`src/rtl/lsu_if.sv`:
```
// Data-memory bus between the load/store unit and memory.
// master : load/store unit (drives request, address, write enable, strobes, write data)
// slave  : memory side (drives grant, response valid, read data)
//   bus_req    request, held until granted
//   bus_addr   word-aligned byte address
//   bus_we     1 = store, 0 = load
//   bus_wstrb  byte strobes (0 for loads)
//   bus_wdata  lane-replicated store data
//   bus_gnt    request accepted
//   bus_rvalid load data / store ack
//   bus_rdata  load data, valid with bus_rvalid
interface lsu_if;
   logic        bus_req;
   logic [31:0] bus_addr;
   logic        bus_we;
   logic [3:0]  bus_wstrb;
   logic [31:0] bus_wdata;
   logic        bus_gnt;
   logic        bus_rvalid;
   logic [31:0] bus_rdata;

   modport master (
      output bus_req, bus_addr, bus_we, bus_wstrb, bus_wdata,
      input  bus_gnt, bus_rvalid, bus_rdata
   );

   modport slave (
      input  bus_req, bus_addr, bus_we, bus_wstrb, bus_wdata,
      output bus_gnt, bus_rvalid, bus_rdata
   );
endinterface

```
`src/rtl/lsu.sv`:
```
// Load/store unit. Accepts one memory instruction from execute, runs a
// request/grant/response transaction on the data bus, and returns an
// extended load result or a store completion to writeback. The pipeline is
// stalled while the transaction is in flight.
//
// Ports:
//   clk, rst        core clock, synchronous active-high reset
//   lsu_i_valid     memory instruction present
//   lsu_i_addr      byte address
//   lsu_i_wdata     store data (low bits used per size)
//   lsu_i_we        1 = store, 0 = load
//   lsu_i_size      00 byte, 01 half, 10 word, 11 illegal
//   lsu_i_unsigned  zero-extend loads
//   lsu_o_ready     idle, can accept
//   lsu_o_stall     hold PC and upstream registers
//   lsu_o_done      one-cycle completion pulse
//   lsu_o_err       one-cycle error pulse (with done)
//   lsu_o_rdata     extended load data, valid with done
//   bus             data-memory bus (master side)
//
// state | meaning
// ------+---------------------------------------------------------
// IDLE  | ready; accepts a new instruction
// REQ   | bus_req held high until grant or timeout
// WAIT  | granted, waiting for rvalid or timeout
// RESP  | done pulse with registered result
// ERR   | done + err pulse, rdata = 0 (misaligned or timeout)
module lsu #(
   parameter int unsigned TIMEOUT_CYCLES = 255
) (
   input  logic        clk,
   input  logic        rst,
   input  logic        lsu_i_valid,
   input  logic [31:0] lsu_i_addr,
   input  logic [31:0] lsu_i_wdata,
   input  logic        lsu_i_we,
   input  logic [1:0]  lsu_i_size,
   input  logic        lsu_i_unsigned,
   output logic        lsu_o_ready,
   output logic        lsu_o_stall,
   output logic        lsu_o_done,
   output logic        lsu_o_err,
   output logic [31:0] lsu_o_rdata,
   lsu_if.master       bus
);

   localparam logic [2:0] IDLE = 3'd0;
   localparam logic [2:0] REQ  = 3'd1;
   localparam logic [2:0] WAIT = 3'd2;
   localparam logic [2:0] RESP = 3'd3;
   localparam logic [2:0] ERR  = 3'd4;

   localparam logic [1:0] SZ_B = 2'b00;
   localparam logic [1:0] SZ_H = 2'b01;
   localparam logic [1:0] SZ_W = 2'b10;

   // A zero TIMEOUT_CYCLES disables the timeout; the compare value is then unused.
   localparam logic        TO_EN   = (TIMEOUT_CYCLES != 0);
   localparam logic [15:0] TO_LAST = 16'(TIMEOUT_CYCLES - 1);

   logic [2:0]  state;
   logic [15:0] to_cnt;
   logic [31:0] addr_q;
   logic        we_q;
   logic [1:0]  size_q;
   logic        uns_q;
   logic [3:0]  strb_q;
   logic [31:0] wdata_q;
   logic [31:0] rdata_q;

   logic        misaligned;
   logic [3:0]  strb_n;
   logic [31:0] wdata_n;
   logic [7:0]  lane_b;
   logic [15:0] lane_h;
   logic [31:0] ext_rdata;
   logic        timeout;

   always_comb begin
      misaligned = 1'b0;
      case (lsu_i_size)
         SZ_B:    misaligned = 1'b0;
         SZ_H:    misaligned = lsu_i_addr[0];
         SZ_W:    misaligned = (lsu_i_addr[1:0] != 2'b00);
         default: misaligned = 1'b1;
      endcase
   end

   // Store lane build: data is replicated across lanes so memory can pick
   // the bytes it needs using only the strobes.
   always_comb begin
      wdata_n = lsu_i_wdata;
      strb_n  = 4'b0000;
      case (lsu_i_size)
         SZ_B: begin
            wdata_n = {4{lsu_i_wdata[7:0]}};
            strb_n  = 4'b0001 << lsu_i_addr[1:0];
         end
         SZ_H: begin
            wdata_n = {2{lsu_i_wdata[15:0]}};
            strb_n  = lsu_i_addr[1] ? 4'b1100 : 4'b0011;
         end
         SZ_W:    strb_n = 4'b1111;
         default: strb_n = 4'b0000;
      endcase
      if (!lsu_i_we) begin
         strb_n = 4'b0000;
      end
   end

   // Load lane select and extension from the latched access attributes.
   always_comb begin
      lane_b    = 8'h00;
      lane_h    = 16'h0000;
      ext_rdata = 32'h0000_0000;
      case (addr_q[1:0])
         2'd0:    lane_b = bus.bus_rdata[7:0];
         2'd1:    lane_b = bus.bus_rdata[15:8];
         2'd2:    lane_b = bus.bus_rdata[23:16];
         default: lane_b = bus.bus_rdata[31:24];
      endcase
      lane_h = addr_q[1] ? bus.bus_rdata[31:16] : bus.bus_rdata[15:0];
      case (size_q)
         SZ_B:    ext_rdata = uns_q ? {24'h0, lane_b} : {{24{lane_b[7]}}, lane_b};
         SZ_H:    ext_rdata = uns_q ? {16'h0, lane_h} : {{16{lane_h[15]}}, lane_h};
         default: ext_rdata = bus.bus_rdata;
      endcase
      if (we_q) begin
         ext_rdata = 32'h0000_0000;
      end
   end

   // The counter spans REQ and WAIT together; a gnt/rvalid in the final
   // cycle still wins over the timeout.
   always_comb begin
      timeout = 1'b0;
      if (TO_EN && (to_cnt == TO_LAST)) begin
         timeout = ((state == REQ) && !bus.bus_gnt) ||
                   ((state == WAIT) && !bus.bus_rvalid);
      end
   end

   always_ff @(posedge clk) begin
      if (rst) begin
         state   <= IDLE;
         to_cnt  <= 16'h0000;
         addr_q  <= 32'h0000_0000;
         we_q    <= 1'b0;
         size_q  <= 2'b00;
         uns_q   <= 1'b0;
         strb_q  <= 4'b0000;
         wdata_q <= 32'h0000_0000;
         rdata_q <= 32'h0000_0000;
      end else begin
         case (state)
            IDLE: begin
               if (lsu_i_valid) begin
                  addr_q  <= lsu_i_addr;
                  we_q    <= lsu_i_we;
                  size_q  <= lsu_i_size;
                  uns_q   <= lsu_i_unsigned;
                  strb_q  <= strb_n;
                  wdata_q <= wdata_n;
                  to_cnt  <= 16'h0000;
                  rdata_q <= 32'h0000_0000;
                  state   <= misaligned ? ERR : REQ;
               end
            end
            REQ: begin
               to_cnt <= to_cnt + 16'd1;
               if (bus.bus_gnt) begin
                  state <= WAIT;
               end else if (timeout) begin
                  state <= ERR;
               end
            end
            WAIT: begin
               to_cnt <= to_cnt + 16'd1;
               if (bus.bus_rvalid) begin
                  rdata_q <= ext_rdata;
                  state   <= RESP;
               end else if (timeout) begin
                  state <= ERR;
               end
            end
            RESP:    state <= IDLE;
            ERR:     state <= IDLE;
            default: state <= IDLE;
         endcase
      end
   end

   assign lsu_o_ready = (state == IDLE);
   assign lsu_o_stall = (state == REQ) || (state == WAIT) ||
                        ((state == IDLE) && lsu_i_valid);
   assign lsu_o_done  = (state == RESP) || (state == ERR);
   assign lsu_o_err   = (state == ERR);
   // rdata_q is cleared at accept and only loaded on rvalid, so it reads 0 in ERR.
   assign lsu_o_rdata = rdata_q;

   assign bus.bus_req   = (state == REQ);
   assign bus.bus_addr  = {addr_q[31:2], 2'b00};
   assign bus.bus_we    = we_q;
   assign bus.bus_wstrb = strb_q;
   assign bus.bus_wdata = wdata_q;

endmodule

```
`src/flat_wrapper.sv`:
```
// flat-port wrapper written by rule: the top's interface ports become plain ports
module lsu_flat 
#(
   parameter int unsigned TIMEOUT_CYCLES = 255
)
  (clk, rst, lsu_i_valid, lsu_i_addr, lsu_i_wdata, lsu_i_we, lsu_i_size, lsu_i_unsigned, lsu_o_ready, lsu_o_stall, lsu_o_done, lsu_o_err, lsu_o_rdata, bus_bus_req, bus_bus_addr, bus_bus_we, bus_bus_wstrb, bus_bus_wdata, bus_bus_gnt, bus_bus_rvalid, bus_bus_rdata);
  lsu_if bus_i ();
  input  logic clk;
  input  logic rst;
  input  logic lsu_i_valid;
  input  logic [31:0] lsu_i_addr;
  input  logic [31:0] lsu_i_wdata;
  input  logic lsu_i_we;
  input  logic [1:0] lsu_i_size;
  input  logic lsu_i_unsigned;
  output logic lsu_o_ready;
  output logic lsu_o_stall;
  output logic lsu_o_done;
  output logic lsu_o_err;
  output logic [31:0] lsu_o_rdata;
  output wire logic [$bits(bus_i.bus_req)-1:0] bus_bus_req;
  output wire logic [$bits(bus_i.bus_addr)-1:0] bus_bus_addr;
  output wire logic [$bits(bus_i.bus_we)-1:0] bus_bus_we;
  output wire logic [$bits(bus_i.bus_wstrb)-1:0] bus_bus_wstrb;
  output wire logic [$bits(bus_i.bus_wdata)-1:0] bus_bus_wdata;
  input wire logic [$bits(bus_i.bus_gnt)-1:0] bus_bus_gnt;
  input wire logic [$bits(bus_i.bus_rvalid)-1:0] bus_bus_rvalid;
  input wire logic [$bits(bus_i.bus_rdata)-1:0] bus_bus_rdata;
  assign bus_bus_req = bus_i.bus_req;
  assign bus_bus_addr = bus_i.bus_addr;
  assign bus_bus_we = bus_i.bus_we;
  assign bus_bus_wstrb = bus_i.bus_wstrb;
  assign bus_bus_wdata = bus_i.bus_wdata;
  assign bus_i.bus_gnt = bus_bus_gnt;
  assign bus_i.bus_rvalid = bus_bus_rvalid;
  assign bus_i.bus_rdata = bus_bus_rdata;
  lsu #(.TIMEOUT_CYCLES(TIMEOUT_CYCLES)) u_core (.clk(clk), .rst(rst), .lsu_i_valid(lsu_i_valid), .lsu_i_addr(lsu_i_addr), .lsu_i_wdata(lsu_i_wdata), .lsu_i_we(lsu_i_we), .lsu_i_size(lsu_i_size), .lsu_i_unsigned(lsu_i_unsigned), .lsu_o_ready(lsu_o_ready), .lsu_o_stall(lsu_o_stall), .lsu_o_done(lsu_o_done), .lsu_o_err(lsu_o_err), .lsu_o_rdata(lsu_o_rdata), .bus(bus_i));
endmodule
```
`config.mk`:
```
export PLATFORM = sky130hd
export DESIGN_NAME = lsu_flat
export DESIGN_NICKNAME = d
export VERILOG_FILES = /design/src/rtl/lsu_if.sv /design/src/rtl/lsu.sv /design/src/flat_wrapper.sv
export SDC_FILE = /design/constraint.sdc
export NUM_CORES = 1
export LEC_CHECK = 0
export CAP_MARGIN = 40
export CORE_ASPECT_RATIO = 1.2
export CORE_MARGIN = 5
export CORE_UTILIZATION = 45
export DETAILED_ROUTE_END_ITERATION = 10
export MAX_ROUTING_LAYER = met4
export PLACE_DENSITY_LB_ADDON = 0.2
export REMOVE_ABC_BUFFERS = 1
export SKIP_CTS_REPAIR_TIMING = 1
export SLEW_MARGIN = 10
export SYNTH_ARGS = -nofsm -noshare
export SYNTH_HDL_FRONTEND = slang
export SYNTH_SLANG_ARGS = --single-unit
```
`constraint.sdc`:
```
create_clock -name clk -period 3.5 [get_ports clk]
set_input_delay 0.525 -clock clk [delete_from_list [all_inputs] [get_ports clk]]
set_output_delay 0.525 -clock clk [all_outputs]
set_load 0.1 [all_outputs]
```
### After elaboration in Yosys (flattened, before gate mapping)

Index checks and enable logic that the tools add are counted.

* shifts and indexed selects: 1
* equality and inequality tests: 12
* add/sub/neg operators: 1
* multiplexer cells: 23
* reductions and logical operators: 20

Operator list (number)
* one-hot mux 32 bit (2 select lines): 3
* two-way mux 32 bit: 5
* two-way mux 16 bit: 2
* one-hot mux 16 bit (2 select lines): 1
* one-hot mux 8 bit (3 select lines): 1
* adder 16 x 1 -> 16 bit, second input constant: 1
* == test 16 x 8 -> 1 bit, second input constant: 1
* two-way mux 3 bit: 5
* one-hot mux 4 bit (3 select lines): 1
* one-hot mux 3 bit (3 select lines): 1
* two-way mux 4 bit: 2
* == test 2 x 1 -> 1 bit, second input constant: 3
* == test 3 x 2 -> 1 bit, second input constant: 2
* zero test 2 bit: 3
* nonzero test 2 bit: 3
* == test 2 bit, second input constant: 2
* logical OR 1 bit: 4
* != test 2 bit, second input constant: 2
* AND reduction 2 bit: 2
* << shifter 1 x 2 -> 4 bit, first input constant: 1
* == test 3 x 1 -> 1 bit, second input constant: 1
* == test 3 bit, second input constant: 1
* logical AND 1 bit: 3
* zero test 3 bit: 1
* other kinds (5): 6

* output and inout bits: 106
* bits in registers: 123
* logic and storage cells: 66
* bits of input ports: 105

### Longest topological paths before layout

Gate-level depths: netlist (run 1).

* word-level depth: 7
* depth in mapped cells: 7
* mapped depth without buffers: 6

### Worst setup path before layout (run 1)

No wires, ideal clock.

* path type: register to output
* from: register u_core.state[2]
* to: output port lsu_o_done
* buffers on the path: 2
* data arrival time: 3978 ps
* data required time: 2975 ps
* path slack: -1003 ps
* stages on the path, launching flop included: 5
* cell sequence: dfxtp_1 -> buf_2 -> clkbuf_1 -> nor3b_1 -> o21bai_1

* longest elaborated chain between the ends: 2
* elaborated cells on any way between the ends: 3
* classes of those cells: eq/ne (2); reduce/logical (1)

RTL lines
* from (decl): RTL line lsu.sv:61 `logic [2:0] state;`
* from (signal assigned): RTL line lsu.sv:166 `state <= misaligned ? ERR : REQ;`
* == test 3 bit
* net lsu_o_err: RTL line flat_wrapper.sv:19 `output logic lsu_o_err;`
* logical OR 1 bit: RTL line lsu.sv:196 `assign lsu_o_done = (state == RESP) || (state == ERR);`
* to (decl): RTL line flat_wrapper.sv:18 `output logic lsu_o_done;`

The timed path passes the listed nets, and every way through them passes these cells.

### Worst setup path after layout (run 1)

* from: register u_core.state[1]
* to: register u_core.rdata_q[25], in the netlist u_core.lsu_o_rdata[25]

* longest elaborated chain between the ends: 3
* elaborated cells on any way between the ends: 7
* classes of those cells: eq/ne (3); mux (1); reduce/logical (3)

RTL lines
* == test 3 x 2 -> 1 bit / zero test 3 bit (equally long branches): RTL line lsu.sv:155 `case (state)`
* != test 2 bit (no line) / nonzero test 2 bit (equally long branches)
* AND reduction 3 bit (no line)
* to (signal assigned): RTL line lsu.sv:180 `rdata_q <= ext_rdata;`
* to (decl): RTL line lsu.sv:69 `logic [31:0] rdata_q;`

Several ways; a longest one is shown, not always the timed one.
A chain may end at the register's enable or synchronous reset.

==> impl_metrics.json, run 1 <==
{
  "status": "finished clean",
  "rsz0062_at_grt": "no",
  "synth_edf_count": 0,
  "area_growth_syn_to_layout_pct": 76.7,
  "clk_pin_slew_worst_paths_ns": 0.06,
  "wire_per_inst_um": 18.6,
  "die-area_mm2": 0.0152,
  "fin_nets": 1094,
  "die_w_um": 113,
  "synth_seq_area_share": 0.426,
  "setup_viol": 0,
  "gr-max-usage-layer": "met2",
  "grt.overflow.total": 0,
  "design_area_mm2": 0.0102,
  "fill_cells": 682,
  "cts_max_level": 4,
  "coreArea_mm2": 0.0126,
  "rows": 45,
  "post-dp-hpwl_um": 15400,
  "grt_pass1_vias": 6775,
  "final_core_util": 0.810,
  "grt_pass1_wl_um": 34400,
  "clockBufferDepth": 2,
  "synth_area_per_cell_um2": 7.85,
  "switching_share": 0.354,
  "met2_usage": 0.492,
  "hold_viol": 0,
  "p_comb_frac": 0.352,
  "finalWirelength_um": 21600,
  "vias": 6517,
  "drt_iter0_markers": 386,
  "ys_async_sr_fraction": 0,
  "start_util": 0.458,
  "ys_ff_latch": 123,
  "p_seq_frac": 0.308,
  "placed_cell_area_mm2": 0.00961,
  "numPortBuffers": 208,
  "fin_cells": 1164,
  "p_leak_nw": 3.87,
  "grt_use_met3": 0.0772,
  "max_freq_mhz": 369,
  "ioPinCount": 211,
  "end_kind": "flop",
  "clock_skew_ns": 0.0137,
  "critPathMaxStageDelay_ns": 0.64,
  "grtUsageTotal": 0.294,
  "antenna_found_initial": 1,
  "fin_crit_sh": 0.775,
  "dp_slack_ns": 0.845,
  "worstMarginPinSlew_ns": 0.945,
  "drc": 0,
  "finalCriticalPeriod_ns": 2.71,
  "critPathLaunchType": "flop",
  "clkSinkCount": 123,
  "cp_slowest_cell": "dfxtp_1",
  "globalplace.congestion": 0.819,
  "synth_area_mm2": 0.00578,
  "cp_top_family": "simple AND/OR/NAND/NOR gates",
  "use_met1": 0.327,
  "critPathMaxFanout": 16,
  "p_total_mw": 5.12,
  "worstSetupPathType": "flop to flop",
  "clk_latency_ns": 0.42,
  "critPathRequiredTime_ns": 3.82,
  "cp_num_buf_inv": 0,
  "p_per_area_mw_per_mm2": 501,
  "drive_gt1_frac": 0.163,
  "clockPowerShare": 0.340,
  "cp_cell_sequence": "or4b_1, nor3_4, o21ai_1, o21ai_0",
  "ys_types": 58,
  "dp_cells": 1132,
  "hp-class": "flop to flop",
  "setup_slack_ns": 0.787,
  "grt_max_degree": 88,
  "whs_ns": 0.455,
  "synth_warnings": 0,
  "ir_drop_mv": 0.335,
  "cts_root_buf": "clkbuf_16",
  "ant_nets": 0,
  "final-max-slew-violation-count": 0,
  "crit_arrival_ns": 3.03,
  "max_slew_margin": 0.366,
  "via_per_inst": 5.60,
  "drv_cap": 0,
  "first_pass_iters": 5,
  "synth_cells": 736,
  "tns_ns": 0,
  "intPower_mw": 3.30,
  "p_sw_mw": 1.81,
  "cts_tree": "yes",
  "cts_inserted_buffers": 17,
  "die_h_um": 134,
  "synth_ff_type": "dfxtp_1"
}
[routing by layer]
layer / routed length (µm) / vias to the layer above / share of wire
met1: 8110 / 3085 / 0.37
met5: 0 / - / 0
li1: - / 3036 / -
met2: 11100 / 332 / 0.51
met3: 1710 / 64 / 0.079
met4: 750 / 0 / 0.035
[Yosys cell counts (7+ instances only)]
| master | count | area (µm²) |
|---|---|---|
| mux2i_1 | 18 | 180 |
| o21ai_0 | 55 | 275 |
| nor2_1 | 42 | 158 |
| a21oi_1 | 86 | 430 |
| nand3_1 | 7 | 35.0 |
| a211oi_1 | 8 | 60.1 |
| dfxtp_1 | 123 | 2460 |
| nand2b_1 | 11 | 68.8 |
| nor3_1 | 16 | 80.1 |
| clkbuf_1 | 45 | 169 |
| a311oi_1 | 9 | 78.8 |
| a32o_1 | 7 | 70.1 |
| buf_4 | 32 | 240 |
| nand2_1 | 168 | 631 |
| mux2_2 | 8 | 90.1 |
[worst register-to-register path: stages (launching register included)]
cell and delay [ns]:
dfxtp_1 0.64, or4b_1 0.55, nor3_4 0.55, o21ai_1 0.53, o21ai_0 0.34
[layout make-up]
cell class              instances  area (µm²)  area share
clock buffers                  25         536      0.0525
flip-flops and latches        123        2460       0.241
inverters                       7        26.3     0.00257
well taps                     164         205      0.0201
repair buffers                317        4070       0.399
diodes                          1        2.50    0.000245
multi-input cells             521        2850       0.279
clock inverters                 6        57.6     0.00564
[power groups by stage]
stage | combinational (mW) | clock, mW | sequential, mW
CTS | 1.80 | 1.75 | 1.57
floorplan | 0.393 | 0 | 2.16
finish | 1.80 | 1.74 | 1.57
global route | 1.87 | 1.82 | 1.58
global placement | 1.38 | 0 | 1.59
detailed placement | 1.78 | 0 | 1.60
[registers in the layout, summed over array words and instances (netlist names)]
register and flops:
u_core.bus.bus_wdata 32, u_core.to_cnt 16, u_core.addr_q 32, u_core.size_q 2, u_core.state 3, u_core.uns_q 1
u_core.lsu_o_rdata 32, u_core.bus.bus_wstrb 4, u_core.bus.bus_we 1
[kinds of logic (layout without fill, tap and decap cells)]
| logic type | after synthesis | after routing | share of synthesized area |
|---|---|---|---|
| muxes | 26 | 26 | 0.0468 |
| DFF | 123 | 123 | 0.426 |
| and+or+nand+nor | 282 | 282 | 0.218 |
| adders and majority gates | 2 | 2 | 0.00433 |
| buffers and inverters | 93 | 355 | 0.0845 |
| xor gates and xnor gates | 6 | 6 | 0.00909 |
| other | 1 | 3 | 0.000649 |
| AOI/OAI and AO/OA | 203 | 203 | 0.210 |
[placed cells by master (no fill, tap or decap), drive strengths merged, types with 8 or more instances in the layout]
master	Yosys	final
nand2b	11	11
clkbuf	45	25
buf	41	115
mux2	8	8
nand2	168	168
dfxtp	123	123
o21ai	56	56
nor3	17	17
a21oi	86	86
clkdlybuf4s50	0	202
mux2i	18	18
nor2	42	42
a211oi	8	8
a311oi	9	9
[final timing paths]
check	startpoint	end	slack, ns	cells past startpoint
worst max register to register	u_core.state[1]	u_core.lsu_o_rdata[25]	0.79	4
worst max-delay path	u_core.state[1]	u_core.lsu_o_rdata[25]	0.79	4
worst min-delay path	u_core.bus.bus_wstrb[0]	u_core.bus.bus_wstrb[0]	0.46	2
worst min register to register	u_core.bus.bus_wstrb[0]	u_core.bus.bus_wstrb[0]	0.46	2
(Power assumes the default switching activity.)
==> run 2, diff against run 1 <==
clock period = 2.8 ns   (was 3.5 ns; I/O delays follow)
==> run 2 against run 1 <==
  * Via count down 13%
  * First-iteration DRC count down 29%
  * Setup slack worse by 0.33 ns
  * Largest cell class is now multi-input gates
  * Highest routed layer unchanged
  * Sequential power up 25%
  * Critical path type unchanged
  * Clock power up 22%
  * Non-clock buffer count down 96
  * Sequential share of layout area up 6.4 points
==> impl_metrics.json, run 2 (synthesized netlist as in run 1, its figures left out) <==
{
  "status": "finished clean",
  "critPathMaxStageDelay_ns": 0.64,
  "finalCriticalPeriod_ns": 2.34,
  "whs_ns": 0.452,
  "start_util": 0.458,
  "cp_slowest_cell": "dfxtp_1",
  "cts_inserted_buffers": 17,
  "rows": 45,
  "cp_cell_sequence": "or4b_1, nor3_4, o21ai_1, o21ai_0",
  "hold_viol": 0,
  "worstHoldPathCells": 2,
  "mostFrequentLayoutCells": "nand2_1, dfxtp_1, buf_4",
  "crit_arrival_ns": 2.67,
  "die-area_mm2": 0.0152,
  "clkSinkCount": 123,
  "drive_gt1_frac": 0.182,
  "p_leak_nw": 3.19,
  "setup_viol": 0,
  "ant_nets": 0,
  "first_pass_iters": 5,
  "use_met1": 0.256,
  "die_h_um": 134,
  "clk_latency_ns": 0.41,
  "cts_tree": "yes",
  "wire_per_inst_um": 15.7,
  "grtUsageTotal": 0.228,
  "drv_cap": 0,
  "finalWirelength_um": 16800,
  "via_per_inst": 5.34,
  "final_core_util": 0.640,
  "gr-max-usage-layer": "met2",
  "antenna_found_initial": 1,
  "grt_max_degree": 59,
  "rsz0062_at_grt": "no",
  "cts_root_buf": "clkbuf_16",
  "fin_nets": 998,
  "max_slew_margin": 0.393,
  "clk_pin_slew_worst_paths_ns": 0.05,
  "cts_max_level": 4,
  "final-max-slew-violation-count": 0,
  "cp_top_family": "simple AND/OR/NAND/NOR gates",
  "critPathMaxFanout": 16,
  "globalplace.congestion": 0.858,
  "area_growth_syn_to_layout_pct": 39.7,
  "dp_slack_ns": 0.382,
  "grt_pass1_wl_um": 27300,
  "p_total_mw": 5.82,
  "worstMarginPinSlew_ns": 0.905,
  "critPathLaunchType": "flop",
  "reg2reg_to": "u_core.lsu_o_rdata[21]",
  "die_w_um": 113,
  "hp-start": "u_core.lsu_o_rdata[20]",
  "r2r-start": "u_core.state[1]",
  "max_freq_mhz": 428,
  "end_kind": "flop",
  "rrSetupSlack_ns": 0.46,
  "ir_drop_mv": 0.469,
  "fill_cells": 1080,
  "numPortBuffers": 208,
  "coreArea_mm2": 0.0126,
  "grt_pass1_vias": 5700,
  "ioPinCount": 211,
  "post-dp-hpwl_um": 12200,
  "layout_commonest_cell": "nand2_1",
  "rr_worst_depth": 4,
  "hp-class": "flop to flop",
  "drc": 0,
  "cp_num_buf_inv": 0,
  "critPathRequiredTime_ns": 3.13,
  "met2_usage": 0.371,
  "clockBufferDepth": 2,
  "grt.overflow.total": 0,
  "p_per_area_mw_per_mm2": 721,
  "fin_crit_sh": 0.835,
  "vias": 5701,
  "setup_slack_ns": 0.461,
  "clock_skew_ns": 0.00714,
  "worstSetupPathType": "flop to flop",
  "grt_use_met3": 0.0848,
  "whs_endpoint": "u_core.lsu_o_rdata[20]",
  "drt_iter0_markers": 274
}
[run 2: cell count changes in the layout (fill, tap and decap cells not counted)]
cell             previous run  this run
clkdlybuf4s50_1           202       103
buf_8                      65         0
buf_16                     34         0
clkbuf_1                    0         1
buf_12                      2         3
buf_2                       2         1
clkinv_2                    4         5
bufinv_16                   1         2
clkbuf_8                    8         4
buf_4                      12       114
[run 2: report_power, final]
group          internal [mW]  switching, mW
clock                   1.38          0.743
combinational          0.478           1.25
sequential              1.87         0.0940
total                   3.73           2.09
[run 2: worst max-delay path by stage]
stage	cells past startpoint	endpoint	slack, ns	startpoint
after detailed placement	6	u_core.to_cnt[15]	0.38	lsu_i_valid
final	4	u_core.lsu_o_rdata[21]	0.46	u_core.state[1]
after floorplan	4	u_core.to_cnt[8]	-2.01	u_core.state[2]
after global routing	4	u_core.lsu_o_rdata[17]	0.24	u_core.state[1]
after CTS	4	u_core.lsu_o_rdata[23]	0.45	u_core.state[1]
after global placement	6	u_core.to_cnt[15]	0.41	lsu_i_valid
[run 2: through the flow]
step / cells / TNS [ns] / area, µm²
final: 1067 / 0 / 8070
after CTS: 1066 / 0 / 8070
after global routing: 1067 / 0 / 8070
after floorplan: 651 / -150.95 / 5320
after global placement: 1036 / 0 / 7490
after detailed placement: 1036 / 0 / 7490
[run 2: worst min-delay path, delay by kind of cell, from the launching register on]
kind | cells | cell delay [ns]
compound gates | 1 | 0.05
simple gates | 1 | 0.04
flops | 1 | 0.32
[run 2: cell type report]
type	count	area, µm²	area share
clock buffers	22	484	0.0600
flip-flops and latches	123	2460	0.305
well taps	164	205	0.0254
repair buffers	221	1950	0.242
inverters	7	26.3	0.00326
diodes	1	2.50	0.000310
clock inverters	8	92.6	0.0115
multi-input cells	521	2850	0.353
[run 2: layer usage]
layer,vias to the layer above,part of all wire
li1,2843,-
met1,2613,0.41
met2,223,0.49
met3,22,0.085
met4,0,0.017
met5,-,0
==> run 3, diff against run 2 <==
CORE_UTILIZATION = 41   (was 45)
clock period = 1.9 ns   (was 2.8 ns; I/O delays follow)
==> run 3 against run 2 <==
  * Register-to-register slack worse by 0.41 ns
  * Clock skew is 0.0023 ns lower
  * Sequential power is 45% higher
  * Total power is 57% higher
  * Wire length is 7.6% higher
  * Global-route usage is 1.7 points lower
  * Setup slack worse by 0.45 ns
  * Die area is 8.9% higher
  * Clock power is 62% higher
  * Hold slack worse by 0.14 ns
  * Critical endpoint is now lsu_o_stall
==> impl_metrics.json, run 3 (synthesized netlist as in run 1, its figures left out) <==
{
  "status": "finished clean",
  "vias": 5871,
  "use_met1": 0.234,
  "final-max-slew-violation-count": 0,
  "hp-class": "primary input to flop",
  "drv_cap": 0,
  "fin_nets": 1044,
  "grt_max_degree": 53,
  "area_growth_syn_to_layout_pct": 51.0,
  "grt_pass1_wl_um": 28000,
  "wire_per_inst_um": 16.1,
  "cts_tree": "yes",
  "p_comb_frac": 0.312,
  "whs_ns": 0.312,
  "first_pass_iters": 5,
  "start_util": 0.418,
  "numPortBuffers": 208,
  "fin_crit_sh": 0.992,
  "finalCriticalPeriod_ns": 1.89,
  "p_seq_frac": 0.312,
  "worstSetupPathType": "flop to output pin",
  "intPower_mw": 5.88,
  "critPathMaxFanout": 7,
  "hold_viol": 0,
  "cp_top_family": "buffers and inverters",
  "antenna_found_initial": 2,
  "p_leak_nw": 3.50,
  "cts_inserted_buffers": 17,
  "drc": 0,
  "cts_root_buf": "clkbuf_16",
  "tns_ns": 0,
  "crit_path_frequent_cell": "buf_6",
  "coreArea_mm2": 0.0138,
  "grt.overflow.total": 0,
  "grt_use_met3": 0.0802,
  "clockBufferDepth": 2,
  "crit_arrival_ns": 1.60,
  "drt_iter0_markers": 439,
  "ant_nets": 0,
  "critPathMaxStageDelay_ns": 0.34,
  "rsz0062_at_grt": "yes",
  "end_kind": "output pin",
  "p_per_area_mw_per_mm2": 1050,
  "ioPinCount": 211,
  "post-dp-hpwl_um": 13100,
  "via_per_inst": 5.23,
  "met2_usage": 0.345,
  "clk_latency_ns": 0.42,
  "clock_skew_ns": 0.00485,
  "grtUsageTotal": 0.211,
  "cp_slowest_cell": "dfxtp_2",
  "finalWirelength_um": 18000,
  "switching_share": 0.358,
  "die-area_mm2": 0.0166,
  "p_sw_mw": 3.27,
  "drive_gt1_frac": 0.236,
  "clk_pin_slew_worst_paths_ns": 0.06,
  "rows": 47,
  "die_h_um": 140,
  "clockPowerShare": 0.376,
  "final_core_util": 0.632,
  "globalplace.congestion": 0.851,
  "clkSinkCount": 123,
  "critPathRequiredTime_ns": 1.62,
  "ir_drop_mv": 0.653,
  "cp_num_buf_inv": 4,
  "layout_commonest_cell": "nand2_1",
  "critPathLaunchType": "flop",
  "cp_cell_sequence": "buf_6, a21o_1, buf_6, nor2_4, buf_6, buf_12",
  "setup_viol": 0,
  "die_w_um": 118,
  "gr-max-usage-layer": "met2",
  "grt_pass1_vias": 5727,
  "cts_max_level": 4,
  "mostFrequentLayoutCells": "nand2_1, buf_4, dfxtp_1",
  "max_freq_mhz": 530
}
run 3: power by group through the flow:
| stage | clock network [mW] | registers [mW] | logic [mW] |
|---|---|---|---|
| final | 3.44 | 2.85 | 2.85 |
| after global routing | 3.60 | 2.87 | 3.00 |
| after CTS | 3.48 | 2.85 | 2.78 |
| after detailed placement | 0 | 2.90 | 2.77 |
| after global placement | 0 | 2.89 | 2.74 |
| after floorplan | 0 | 3.98 | 0.724 |
run 3: stage by stage:
step	total power, mW	setup slack (ns)	area (µm²)	cells
after floorplan	4.70	-2.91	5320	651
after global placement	5.64	-0.408	7890	1080
after detailed placement	5.68	-0.195	7900	1082
after CTS	9.12	-0.224	8540	1114
after global routing	9.48	-0.0343	8730	1123
final	9.15	0.0150	8730	1123
run 3: final cells by class:
type	count	area, µm²
diodes	2	5.00
clock inverters	14	195
flip-flops and latches	123	2460
clock buffers	18	439
well taps	171	214
multi-input cells	521	2930
fillers	1155	5090
repair buffers	267	2450
inverters	7	26.3
run 3: worst paths after layout:
kind / from / endpoint / slack (ns) / cells after the start
max: u_core.state[0] / lsu_o_stall / 0.01 / 6
min reg2reg: u_core.lsu_o_rdata[27] / u_core.lsu_o_rdata[27] / 0.45 / 2
max reg2reg: u_core.state[0] / u_core.to_cnt[10] / 0.05 / 6
min: rst / u_core.bus.bus_we / 0.31 / 2
run 3: layer usage:
| metal | vias to the layer above | share of wire |
|---|---|---|
| li1 | 2927 | - |
| met1 | 2699 | 0.40 |
| met2 | 221 | 0.49 |
| met3 | 24 | 0.090 |
| met4 | 0 | 0.022 |
| met5 | - | 0 |
